<file path="src/rtl/round_countdown_timer_if.sv">
// rtl/round_countdown_timer_if.sv - control/status bundle between game FSM and round countdown timer
interface round_countdown_timer_if #(
  parameter int SEC_W = 7
);
  logic             start;
  logic [SEC_W-1:0] load_val;
  logic             pause;
  logic             abort;
  logic [SEC_W-1:0] remaining;
  logic             running;
  logic             paused;
  logic             warn;
  logic             timeout_pulse;
  logic             timeout;

  modport master (
    output start, load_val, pause, abort,
    input  remaining, running, paused, warn, timeout_pulse, timeout
  );

  modport slave (
    input  start, load_val, pause, abort,
    output remaining, running, paused, warn, timeout_pulse, timeout
  );
endinterface

</file>
<file path="src/rtl/round_countdown_timer.sv">
// rtl/round_countdown_timer.sv - per-round seconds countdown with pause, abort, warning and timeout
module round_countdown_timer #(
  parameter int TICK_DIV    = 100_000_000,
  parameter int SEC_W       = 7,
  parameter int DEFAULT_SEC = 10,
  parameter int WARN_SEC    = 3
) (
  input logic                    clk,
  input logic                    reset,
  round_countdown_timer_if.slave bus
);
  localparam int               PRE_W       = $clog2(TICK_DIV);
  localparam logic [PRE_W-1:0] PRE_LAST    = PRE_W'(TICK_DIV - 1);
  localparam logic [PRE_W-1:0] PRE_ONE     = PRE_W'(1);
  localparam logic [SEC_W-1:0] SEC_DEFAULT = SEC_W'(DEFAULT_SEC);
  localparam logic [SEC_W-1:0] SEC_ONE     = SEC_W'(1);

  typedef enum logic [1:0] {
    S_IDLE    = 2'd0,
    S_RUN     = 2'd1,
    S_PAUSED  = 2'd2,
    S_EXPIRED = 2'd3
  } state_t;

  state_t           state_q, state_d;
  logic [PRE_W-1:0] pre_q, pre_d;
  logic [SEC_W-1:0] rem_q, rem_d;
  logic             pulse_q, pulse_d;
  logic [SEC_W-1:0] load_eff;
  logic             active;

  // A zero load selects the default round length.
  assign load_eff = (bus.load_val == '0) ? SEC_DEFAULT : bus.load_val;
  assign active   = (state_q == S_RUN) || (state_q == S_PAUSED);

  // State and datapath registers; reset clears everything so every output reads 0.
  always_ff @(posedge clk) begin
    if (!reset) begin
      state_q <= S_IDLE;
      pre_q   <= '0;
      rem_q   <= '0;
      pulse_q <= 1'b0;
    end else begin
      state_q <= state_d;
      pre_q   <= pre_d;
      rem_q   <= rem_d;
      pulse_q <= pulse_d;
    end
  end

  // Next state: start beats abort beats pause; an active timer counts on any edge with pause low,
  // so the resume edge itself counts and each paused cycle costs exactly one cycle of delay.
  always_comb begin
    state_d = state_q;
    pre_d   = pre_q;
    rem_d   = rem_q;
    pulse_d = 1'b0;
    if (bus.start) begin
      state_d = bus.pause ? S_PAUSED : S_RUN;
      pre_d   = '0;
      rem_d   = load_eff;
    end else if (active) begin
      if (bus.abort) begin
        state_d = S_IDLE;
        pre_d   = '0;
        rem_d   = '0;
      end else if (bus.pause) begin
        state_d = S_PAUSED;
      end else begin
        state_d = S_RUN;
        if (pre_q == PRE_LAST) begin
          pre_d = '0;
          if (rem_q != '0) begin
            rem_d = rem_q - SEC_ONE;
          end
          if (rem_q == SEC_ONE) begin
            state_d = S_EXPIRED;
            pulse_d = 1'b1;
          end
        end else begin
          pre_d = pre_q + PRE_ONE;
        end
      end
    end
  end

  // Outputs decoded straight from registered state; timeout is sticky because only start/reset leave EXPIRED.
  always_comb begin
    bus.remaining     = rem_q;
    bus.running       = active;
    bus.paused        = (state_q == S_PAUSED);
    bus.warn          = active && (rem_q != '0) && (32'(rem_q) <= $unsigned(WARN_SEC));
    bus.timeout_pulse = pulse_q;
    bus.timeout       = (state_q == S_EXPIRED);
  end
endmodule

</file>
<file path="src/flat_wrapper.sv">
// flat-port wrapper written by rule: the top's interface ports become plain ports
module round_countdown_timer_flat 
#(
  parameter int TICK_DIV    = 100_000_000,
  parameter int SEC_W       = 7,
  parameter int DEFAULT_SEC = 10,
  parameter int WARN_SEC    = 3
)
  (clk, reset, bus_start, bus_load_val, bus_pause, bus_abort, bus_remaining, bus_running, bus_paused, bus_warn, bus_timeout_pulse, bus_timeout);
  round_countdown_timer_if #(.SEC_W(SEC_W)) bus_i ();
  input logic clk;
  input logic reset;
  input wire logic [$bits(bus_i.start)-1:0] bus_start;
  input wire logic [$bits(bus_i.load_val)-1:0] bus_load_val;
  input wire logic [$bits(bus_i.pause)-1:0] bus_pause;
  input wire logic [$bits(bus_i.abort)-1:0] bus_abort;
  output wire logic [$bits(bus_i.remaining)-1:0] bus_remaining;
  output wire logic [$bits(bus_i.running)-1:0] bus_running;
  output wire logic [$bits(bus_i.paused)-1:0] bus_paused;
  output wire logic [$bits(bus_i.warn)-1:0] bus_warn;
  output wire logic [$bits(bus_i.timeout_pulse)-1:0] bus_timeout_pulse;
  output wire logic [$bits(bus_i.timeout)-1:0] bus_timeout;
  assign bus_i.start = bus_start;
  assign bus_i.load_val = bus_load_val;
  assign bus_i.pause = bus_pause;
  assign bus_i.abort = bus_abort;
  assign bus_remaining = bus_i.remaining;
  assign bus_running = bus_i.running;
  assign bus_paused = bus_i.paused;
  assign bus_warn = bus_i.warn;
  assign bus_timeout_pulse = bus_i.timeout_pulse;
  assign bus_timeout = bus_i.timeout;
  round_countdown_timer #(.TICK_DIV(TICK_DIV), .SEC_W(SEC_W), .DEFAULT_SEC(DEFAULT_SEC), .WARN_SEC(WARN_SEC)) u_core (.clk(clk), .reset(reset), .bus(bus_i));
endmodule
</file>
<file path="config.mk">
export PLATFORM = sky130hd
export DESIGN_NAME = round_countdown_timer_flat
export DESIGN_NICKNAME = d
export VERILOG_FILES = /design/src/rtl/round_countdown_timer_if.sv /design/src/rtl/round_countdown_timer.sv /design/src/flat_wrapper.sv
export SDC_FILE = /design/constraint.sdc
export NUM_CORES = 1
export LEC_CHECK = 0
export ABC_AREA = 0
export CAP_MARGIN = 20
export CORE_MARGIN = 10
export CORE_UTILIZATION = 60
export DETAILED_ROUTE_END_ITERATION = 8
export PLACE_DENSITY = 0.91
export SYNTH_ARGS = -nofsm -noshare
export SYNTH_HDL_FRONTEND = slang
export SYNTH_SLANG_ARGS = --single-unit
</file>
<file path="constraint.sdc">
create_clock -name clk -period 4.55 [get_ports clk]
set_clock_uncertainty 0.05 [all_clocks]
set_input_delay 0.91 -clock clk [delete_from_list [all_inputs] [get_ports clk]]
set_output_delay 0.91 -clock clk [all_outputs]
set_load 0.02 [all_outputs]
</file>
==> flow_summary.toml, run 1 <==
[timing]
rsz0062_at_grt = "no"
max_slew.worst_pin.slew_ns = 0.899
layout_setup_ws_ns = 1.23
fmax_ghz = 0.301
finalMaxSlewViolations = 0
slew_headroom_pct = 39.7
hold_viol_final = 0
finalSetupViolations = 0
tns_ns = 0
fin_crit_ns = 3.32
layout_worst_path_cycle_share_pct = 73.0

[synth]
syn_avg_cell_area_um2 = 7.87
synth.top_cell.area_share_pct = 34.1
yosysTopAreaCell = "dfxtp_1"
synth_most_common_cell = "nor2_1"
synthDistinctLibCells = 49
syn_inst = 276
ys_ff_latch = 37
syn_nets = 295
synthFlopType = "dfxtp_1"
synth_common_cells = "nor2_1 (42), dfxtp_1 (37), nand2_1 (30)"
async_flop_share_pct = 0
yosysWarnings = 0
ys_seq_area_share_pct = 34.1
netlist_area_mm2 = 0.00217
synthTopCellsByArea = "dfxtp_1 (34%), nor2_1 (7.3%), xnor2_1 (6.9%)"
synth-edff-count = 0

[status]
status = "complete, no violations"

[grt]
grt-ovfl-total = 0
antenna_found_initial = 0
grt_pass1_vias = 1912
grt_max_degree = 22
grt_use_total_pct = 16.9
grt_pass1_wl_um = 8780

[pwr]
p_clk_share_pct = 35.7
p_leak_nw = 0.820
p_sw_share_pct = 28.1
switchingPower_w = 0.000199
irDropWorstVdd_v = 0.000199
combPwrFrac_pct = 16.0
p_int_w = 0.000510
pwr-share-seq_pct = 48.3
power_w = 0.000709
p_per_area_mw_per_mm2 = 283

[cells_and_area]
area_delta_synth_final_pct = 15.4
fin_nets = 316
diodes = 0
drive_gt1_share_pct = 6.38
stdcell_area_mm2 = 0.00251

[clock_tree]
path_clk_slew_ns = 0.12
cts_sinks = 37
hold_buffers = 0
numCtsBuffers = 5
cts-root-buf = "clkbuf_4"
ctsHtreeMaxLevel = 2
clockBufferDepth = 2
post_cts_buffers = 0
post_cts_resized = 0
cts_tree = "built"
clk_latency_ns = 0.38

[route]
viasPerCell = 6.20
antenna_left = 0
dr_total_vias = 2133
drc_errors = 0
dr.pass1.iters = 5
post_drt_wl_per_cell_um = 15.5
drt_wl_total_um = 5330
drtIter0Drc = 192

[min_path]
worstHoldStart = "u_core.pre_q[23]"
holdPathEnd = "u_core.pre_q[23]"
min-delay-path-class = "register to register"
holdPathStages = 2

[die]
row_count = 21
die_h_um = 80.2
core_area_mm2 = 0.00342
die_w_um = 80.2
die-area_mm2 = 0.00643
start_util_pct = 63.6
io_pins = 24

[flow_run]
maxCapViolCount = 0

[place]
hpwlAfterDp_um = 3870
portBuffers = 23
place_congestion = 0.903
post-place-ws_ns = 1.16
placed_area_mm2 = 0.00242

[critical_path]
worst_ep_required_time_ns = 3.59
cp_max_fo = 7
crit_type = "register to output port"
crit_arrival_ns = 2.36
cp-start-kind = "register"
ff2ff_setup_slack_ns = 1.99
rr_startpoint = "u_core.pre_q[0]"
rr_endpoint = "u_core.pre_q[12]"
worst_setup_path_end_kind = "output port"
ff2ff_path_depth = 6
-- power groups by stage --
stage,logic [W],clock network [W],registers [W]
5_1_grt,0.000126,0.000269,0.000344
2_1_floorplan,0.0000679,0,0.000353
4_1_cts,0.000113,0.000251,0.000342
3_5_place_dp,0.000112,0,0.000349
6_report,0.000113,0.000253,0.000342
3_3_place_gp,0.000110,0,0.000349
-- cell type report --
type	instances	area [um2]
inverter	9	33.8
sequential	37	741
fill	266	908
tap	46	57.6
timing repair buffer	23	230
multi-input combinational	221	1360
clock buffer	6	51.3
clock inverter	2	37.5
-- cell usage in the layout (no fill, tap or decap), types with 3 or more instances in the layout --
cell type	synthesis	final
inv_1	9	9
nor2_1	42	42
xor2_1	4	4
nor4_1	10	10
clkdlybuf4s50_1	0	23
nor3_1	13	13
or3_1	3	3
dfxtp_1	37	37
a22oi_1	3	3
xnor2_1	17	17
a21oi_1	10	10
nor3b_1	4	4
clkbuf_4	0	5
and4_1	3	3
nand4_1	8	8
nand3_1	11	11
ha_1	7	7
and3_1	3	3
o21ai_0	9	9
nor4b_1	4	4
nand2_1	30	30
o31ai_1	3	3
or4_1	3	3
-- stage by stage --
| step | util (%) | std cells | hold WS [ns] |
|---|---|---|---|
| after floorplan | - | 276 | 0.391 |
| after global placement | 70.8 | 336 | 0.438 |
| after detailed placement | 70.8 | 336 | 0.441 |
| after CTS | 73.4 | 344 | 0.469 |
| after global routing | 73.4 | 344 | 0.498 |
| final | 73.4 | 344 | 0.470 |
-- cell families after synthesis --
| logic type | after synthesis | share of synthesized area (%) |
|---|---|---|
| AOI/OAI and AO/OA | 45 | 14.4 |
| xor gates and xnor gates | 21 | 8.46 |
| adders and majority gates | 7 | 4.03 |
| buffers and inverters | 18 | 3.51 |
| DFF | 37 | 34.1 |
| and+or+nand+nor | 148 | 35.5 |
-- metal layers --
layer / global-route usage [%] / vias to the layer above / share of wire, %
met2: 25.6 / 80 / 46
met1: 21.1 / 1000 / 45
met4: 8.45 / 0 / 1.9
met3: 5.35 / 12 / 7.0
li1: - / 1041 / -
met5: 0 / - / 0
-- worst max-delay path, cell delays in order, from the launching register on --
cell	delay, ns
dfxtp_1	0.39
or4_1	0.57
nor2_1	0.20
o311a_1	0.20
clkdlybuf4s50_1	0.60
-- worst max-delay path by stage --
stage | startpoint | to | cells after the start
2_1_floorplan | u_core.bus.remaining[2] | bus_warn | 3
3_5_place_dp | bus_abort | u_core.pre_q[15] | 6
3_3_place_gp | bus_abort | u_core.pre_q[22] | 6
6_report | u_core.bus.remaining[2] | bus_warn | 4
5_1_grt | u_core.bus.remaining[2] | bus_warn | 4
4_1_cts | u_core.bus.remaining[2] | bus_warn | 4
-- flip-flops by register name, summed over array words and instances (netlist names) --
register / count
u_core.bus.timeout_pulse: 1
u_core.bus.remaining: 7
u_core.state_q: 2
u_core.pre_q: 27
Note: power is estimated with default switching activity, not from simulation.
==> run 2, diff against run 1 <==
--- a/config.mk
+++ b/config.mk
@@ -8,9 +8,9 @@
 export ABC_AREA = 0
 export CAP_MARGIN = 20
 export CORE_MARGIN = 10
-export CORE_UTILIZATION = 60
+export CORE_UTILIZATION = 56
 export DETAILED_ROUTE_END_ITERATION = 8
-export PLACE_DENSITY = 0.91
+export PLACE_DENSITY = 0.86
 export SYNTH_ARGS = -nofsm -noshare
 export SYNTH_HDL_FRONTEND = slang
 export SYNTH_SLANG_ARGS = --single-unit
==> constraint.sdc (replaced) <==
create_clock -name clk -period 3.42 [get_ports clk]
set_clock_uncertainty 0.05 [all_clocks]
set_input_delay 0.684 -clock clk [delete_from_list [all_inputs] [get_ports clk]]
set_output_delay 0.684 -clock clk [all_outputs]
set_load 0.02 [all_outputs]
==> run 2 against run 1 <==
Net effect:
- sequential cell count unchanged
- sequential power increased by 33%
- worst hold slack got worse by 0.0020 ns
- clock power increased by 30%
- first-iteration DRC count decreased by 0.52%
- register-to-register slack got worse by 1.1 ns
- setup slack got worse by 0.79 ns
- routed wire length increased by 3.8%
- total power increased by 32%
- utilization decreased by 5.3 points
- global-route usage increased by 0.24 points
- critical endpoint unchanged
==> flow_summary.toml, run 2 (synthesis results as in run 1) <==
[critical_path]
crit_path_top_delay_cell = "clkdlybuf4s50_1"
cp-start-kind = "register"
worst_ep_required_time_ns = 2.69
crit_arrival_ns = 2.24
crit_path_cell_trace = "or4_1 -> nor2_1 -> o311a_1 -> clkdlybuf4s50_1"
cp_max_fo = 7
max_stage_delay_ns = 0.60
worst_setup_path_end_kind = "output port"
path_buf_inv = 1
crit_type = "register to output port"
path_delay_family = "simple AND/OR/NAND/NOR gates"

[status]
status = "complete, no violations"

[cells_and_area]
largest_register_ffs = 27
final_common_cell = "nor2_1"
stdcell_area_mm2 = 0.00253
final_cell_mix = "nor2_1 (42), dfxtp_1 (37), nand2_1 (30), clkdlybuf4s50_1 (23), xnor2_1 (17)"
fin_nets = 318
diodes = 0
nFillCells = 305
area_delta_synth_final_pct = 16.5
final_core_util_pct = 68.1
regMostFlops = "u_core.pre_q"
drive_gt1_share_pct = 7.00

[pwr]
combPwrFrac_pct = 16.3
p_leak_nw = 0.836
p_per_area_mw_per_mm2 = 371
switchingPower_w = 0.000269
p_clk_share_pct = 35.2
p_sw_share_pct = 28.7
p_int_w = 0.000669
power_w = 0.000939
irDropWorstVdd_v = 0.000261
pwr-share-seq_pct = 48.5

[route]
drtIter0Drc = 191
routed.top_layer = "met4"
wl_met2_um = 2670
dr_total_vias = 2152
dr.pass1.iters = 4
drc_errors = 0
drt-met1-wl_um = 2380
post_drt_wl_per_cell_um = 15.9
viasPerCell = 6.18
wl_met3_um = 365
drt_wl_total_um = 5530
antenna_left = 0

[place]
hpwlAfterDp_um = 4030
place_congestion = 0.889
placed_area_mm2 = 0.00244
portBuffers = 23

[timing]
fin_crit_ns = 2.98
tns_ns = 0
layout_worst_path_cycle_share_pct = 87.1
hold_ws_ns = 0.468
fmax_ghz = 0.336
hold_viol_final = 0
finalSetupViolations = 0
max_slew.worst_pin.slew_ns = 0.918
finalMaxSlewViolations = 0
rsz0062_at_grt = "no"
slew_headroom_pct = 38.4

[die]
core_area_mm2 = 0.00372
die_h_um = 82.3
die_w_um = 82.3
start_util_pct = 58.5
row_count = 22
die-area_mm2 = 0.00677
io_pins = 24

[min_path]
min-delay-path-class = "register to register"

[clock_tree]
ctsHtreeMaxLevel = 2
numCtsBuffers = 5
post_cts_resized = 0
post_cts_buffers = 0
cts-root-buf = "clkbuf_8"
path_clk_slew_ns = 0.07
clk_latency_ns = 0.30
cts_tree = "built"
cts_sinks = 37
clockBufferDepth = 2
hold_buffers = 0

[grt]
grt_use_total_pct = 17.2
antenna_found_initial = 0
grt_pass1_wl_um = 9320
grt-ovfl-total = 0
grt_pass1_vias = 2060
grt_max_degree = 22

[flow_run]
maxCapViolCount = 0
[run 2: power groups by stage]
stage / registers, W / clock network [W] / logic, W
after CTS: 0.000454 / 0.000332 / 0.000153
after global routing: 0.000457 / 0.000352 / 0.000170
after detailed placement: 0.000464 / 0 / 0.000151
after global placement: 0.000464 / 0 / 0.000150
final: 0.000455 / 0.000330 / 0.000153
after floorplan: 0.000470 / 0 / 0.0000903
[run 2: tightest hold or removal path: stages, from the launching register on]
cell	delay, ns
dfxtp_1	0.33
nand2_1	0.06
o22ai_1	0.07
[run 2: layout make-up]
| class | count | area (um2) | share of cell area, % |
|---|---|---|---|
| Timing Repair Buffer | 25 | 245 | 9.68 |
| Inverter | 9 | 33.8 | 1.33 |
| Clock inverter | 2 | 13.8 | 0.543 |
| Sequential cell | 37 | 741 | 29.2 |
| Clock buffer | 6 | 82.6 | 3.26 |
| Tap cell | 48 | 60.1 | 2.37 |
| Multi-Input combinational cell | 221 | 1360 | 53.6 |
[run 2: metal layers]
metal,vias to the layer above,global-route usage (%)
met5,-,0
met4,0,7.65
met3,14,5.08
met2,76,27.4
met1,1013,20.9
li1,1049,-
[run 2: path summary, 6_finish.rpt]
kind,start,end,slack [ns],cells after the start
worst max register to register,u_core.pre_q[0],u_core.pre_q[21],0.88,6
worst max-delay path,u_core.bus.remaining[2],bus_warn,0.44,4
worst min register to register,u_core.bus.remaining[5],u_core.bus.remaining[5],0.47,2
worst min-delay path,u_core.bus.remaining[5],u_core.bus.remaining[5],0.47,2
[run 2: metrics by stage]
| step | cells | setup WS, ns |
|---|---|---|
| finish | 348 | 0.441 |
| CTS | 348 | 0.433 |
| global placement | 340 | 0.558 |
| floorplan | 276 | 1.28 |
| detailed placement | 340 | 0.573 |
| global route | 348 | 0.299 |
==> run 3, diff against run 2 <==
--- a/config.mk
+++ b/config.mk
@@ -8,9 +8,9 @@
 export ABC_AREA = 0
 export CAP_MARGIN = 20
 export CORE_MARGIN = 10
-export CORE_UTILIZATION = 56
+export CORE_UTILIZATION = 30
 export DETAILED_ROUTE_END_ITERATION = 8
-export PLACE_DENSITY = 0.86
+export PLACE_DENSITY = 0.55
 export SYNTH_ARGS = -nofsm -noshare
 export SYNTH_HDL_FRONTEND = slang
 export SYNTH_SLANG_ARGS = --single-unit
==> constraint.sdc (replaced) <==
create_clock -name clk -period 3.71 [get_ports clk]
set_clock_uncertainty 0.05 [all_clocks]
set_input_delay 0.742 -clock clk [delete_from_list [all_inputs] [get_ports clk]]
set_output_delay 0.742 -clock clk [all_outputs]
set_load 0.02 [all_outputs]
==> run 3 against run 2 <==
Net effect:
- sequential share of layout area is 0.94 points lower
- die area is 63% higher
- sequential power shrank 7.9%
- via count fell by 7.7%
==> flow_summary.toml, run 3 (synthesis results as in run 1) <==
[die]
io_pins = 24
die_w_um = 105
core_area_mm2 = 0.00691
die_h_um = 105
row_count = 30
die-area_mm2 = 0.0110
start_util_pct = 31.5

[timing]
fmax_ghz = 0.330
max_slew.worst_pin.slew_ns = 0.970
layout_worst_path_cycle_share_pct = 81.6
finalMaxSlewViolations = 0
finalSetupViolations = 0
layout_setup_ws_ns = 0.683
slew_headroom_pct = 34.9
fin_crit_ns = 3.03
rsz0062_at_grt = "no"
hold_viol_final = 0
tns_ns = 0

[route]
dr.pass1.iters = 4
drt_wl_total_um = 5640
antenna_left = 0
post_drt_wl_per_cell_um = 14.2
dr_total_vias = 1987
viasPerCell = 5.02
drtIter0Drc = 119
drc_errors = 0

[clock_tree]
post_cts_buffers = 0
ctsHtreeMaxLevel = 2
cts_sinks = 37
post_cts_resized = 0
clk_latency_ns = 0.29
path_clk_slew_ns = 0.08
cts-root-buf = "clkbuf_8"
numCtsBuffers = 5
cts_tree = "built"
clockBufferDepth = 2
hold_buffers = 0

[grt]
grt-ovfl-total = 0
grt_pass1_wl_um = 9640
antenna_found_initial = 0
grt_max_degree = 22
grt_pass1_vias = 1858
grt_use_total_pct = 10.4

[place]
post-place-ws_ns = 0.655
hpwlAfterDp_um = 4270
place_congestion = 0.792
portBuffers = 23
place_inst = 388

[cells_and_area]
nFillCells = 751
regMostFlops = "u_core.pre_q"
multi_input_area_mm2 = 0.00136
area_delta_synth_final_pct = 20.4
drive_gt1_share_pct = 7.00
final_core_util_pct = 37.9
largest_register_ffs = 27
final_cell_mix = "nor2_1 (42), dfxtp_1 (37), nand2_1 (30), clkdlybuf4s50_1 (23), xnor2_1 (17)"
fin_nets = 318
seq_area_um2 = 741
finalNonFillerCells = 396
diodes = 0
final_common_cell = "nor2_1"

[critical_path]
ff2ff_setup_slack_ns = 1.15
max_stage_delay_ns = 0.61
ff2ff_path_depth = 7
path_buf_inv = 1
worst_setup_path_end_kind = "output port"
crit_path_cell_trace = "or4_1 -> nor2_1 -> o311a_1 -> clkdlybuf4s50_1"
crit_arrival_ns = 2.24
worst_ep_required_time_ns = 2.92
cp_max_fo = 7
cp-start-kind = "register"
crit_path_top_delay_cell = "clkdlybuf4s50_1"
path_delay_family = "simple AND/OR/NAND/NOR gates"
rr_endpoint = "u_core.pre_q[2]"
crit_type = "register to output port"
rr_startpoint = "u_core.state_q[0]"

[min_path]
holdPathEnd = "u_core.pre_q[26]"
min-delay-path-class = "register to register"
holdPathStages = 1
worstHoldStart = "u_core.pre_q[26]"

[pwr]
combPwrFrac_pct = 15.3
irDropWorstVdd_v = 0.000145
p_per_area_mw_per_mm2 = 356
p_clk_share_pct = 39.8
p_leak_nw = 0.843
power_w = 0.000933
p_int_w = 0.000685
pwr-share-seq_pct = 44.9
switchingPower_w = 0.000248
p_sw_share_pct = 26.5

[flow_run]
maxCapViolCount = 0

[status]
status = "complete, no violations"
[run 3: cell count changes in the layout (fill, tap and decap cells not counted), sizes merged]
cell      change
clkinv        -2
bufinv        +1
clkinvlp      +1
[run 3: area by class of cell]
class / instances / area share [%]
clock buffer: 6 / 3.16
clock inverter: 2 / 1.43
inverter: 9 / 1.29
multi-input combinational: 221 / 51.8
sequential: 37 / 28.3
tap: 96 / 4.59
timing repair buffer: 25 / 9.37
[run 3: per-stage QoR]
step | hold WS, ns | cell area (um2)
floorplan | 0.391 | 2170
global placement | 0.409 | 2500
detailed placement | 0.412 | 2500
CTS | 0.433 | 2620
global route | 0.456 | 2620
finish | 0.436 | 2620
[run 3: metal layers]
metal	track usage (%)	up-vias	wire (um)
met2	16.1	24	2650
met3	2.15	2	141
met1	13.9	924	2810
met4	3.53	0	33
li1	-	1037	-
met5	0	-	0
[run 3: power by group through the flow]
stage / logic, W / clock network [W] / registers (W)
2_1_floorplan: 0.0000833 / 0 / 0.000433
3_3_place_gp: 0.000143 / 0 / 0.000428
3_5_place_dp: 0.000143 / 0 / 0.000428
4_1_cts: 0.000144 / 0.000382 / 0.000419
5_1_grt: 0.000159 / 0.000400 / 0.000421
6_report: 0.000142 / 0.000371 / 0.000419
[run 3: how the worst max path moves through the flow]
stage	startpoint	to	depth (start not counted)
after global routing	u_core.bus.remaining[2]	bus_warn	4
after detailed placement	bus_start	u_core.pre_q[25]	7
after CTS	u_core.bus.remaining[2]	bus_warn	4
after global placement	bus_start	u_core.pre_q[25]	7
final	u_core.bus.remaining[2]	bus_warn	4
after floorplan	u_core.bus.remaining[2]	bus_warn	3
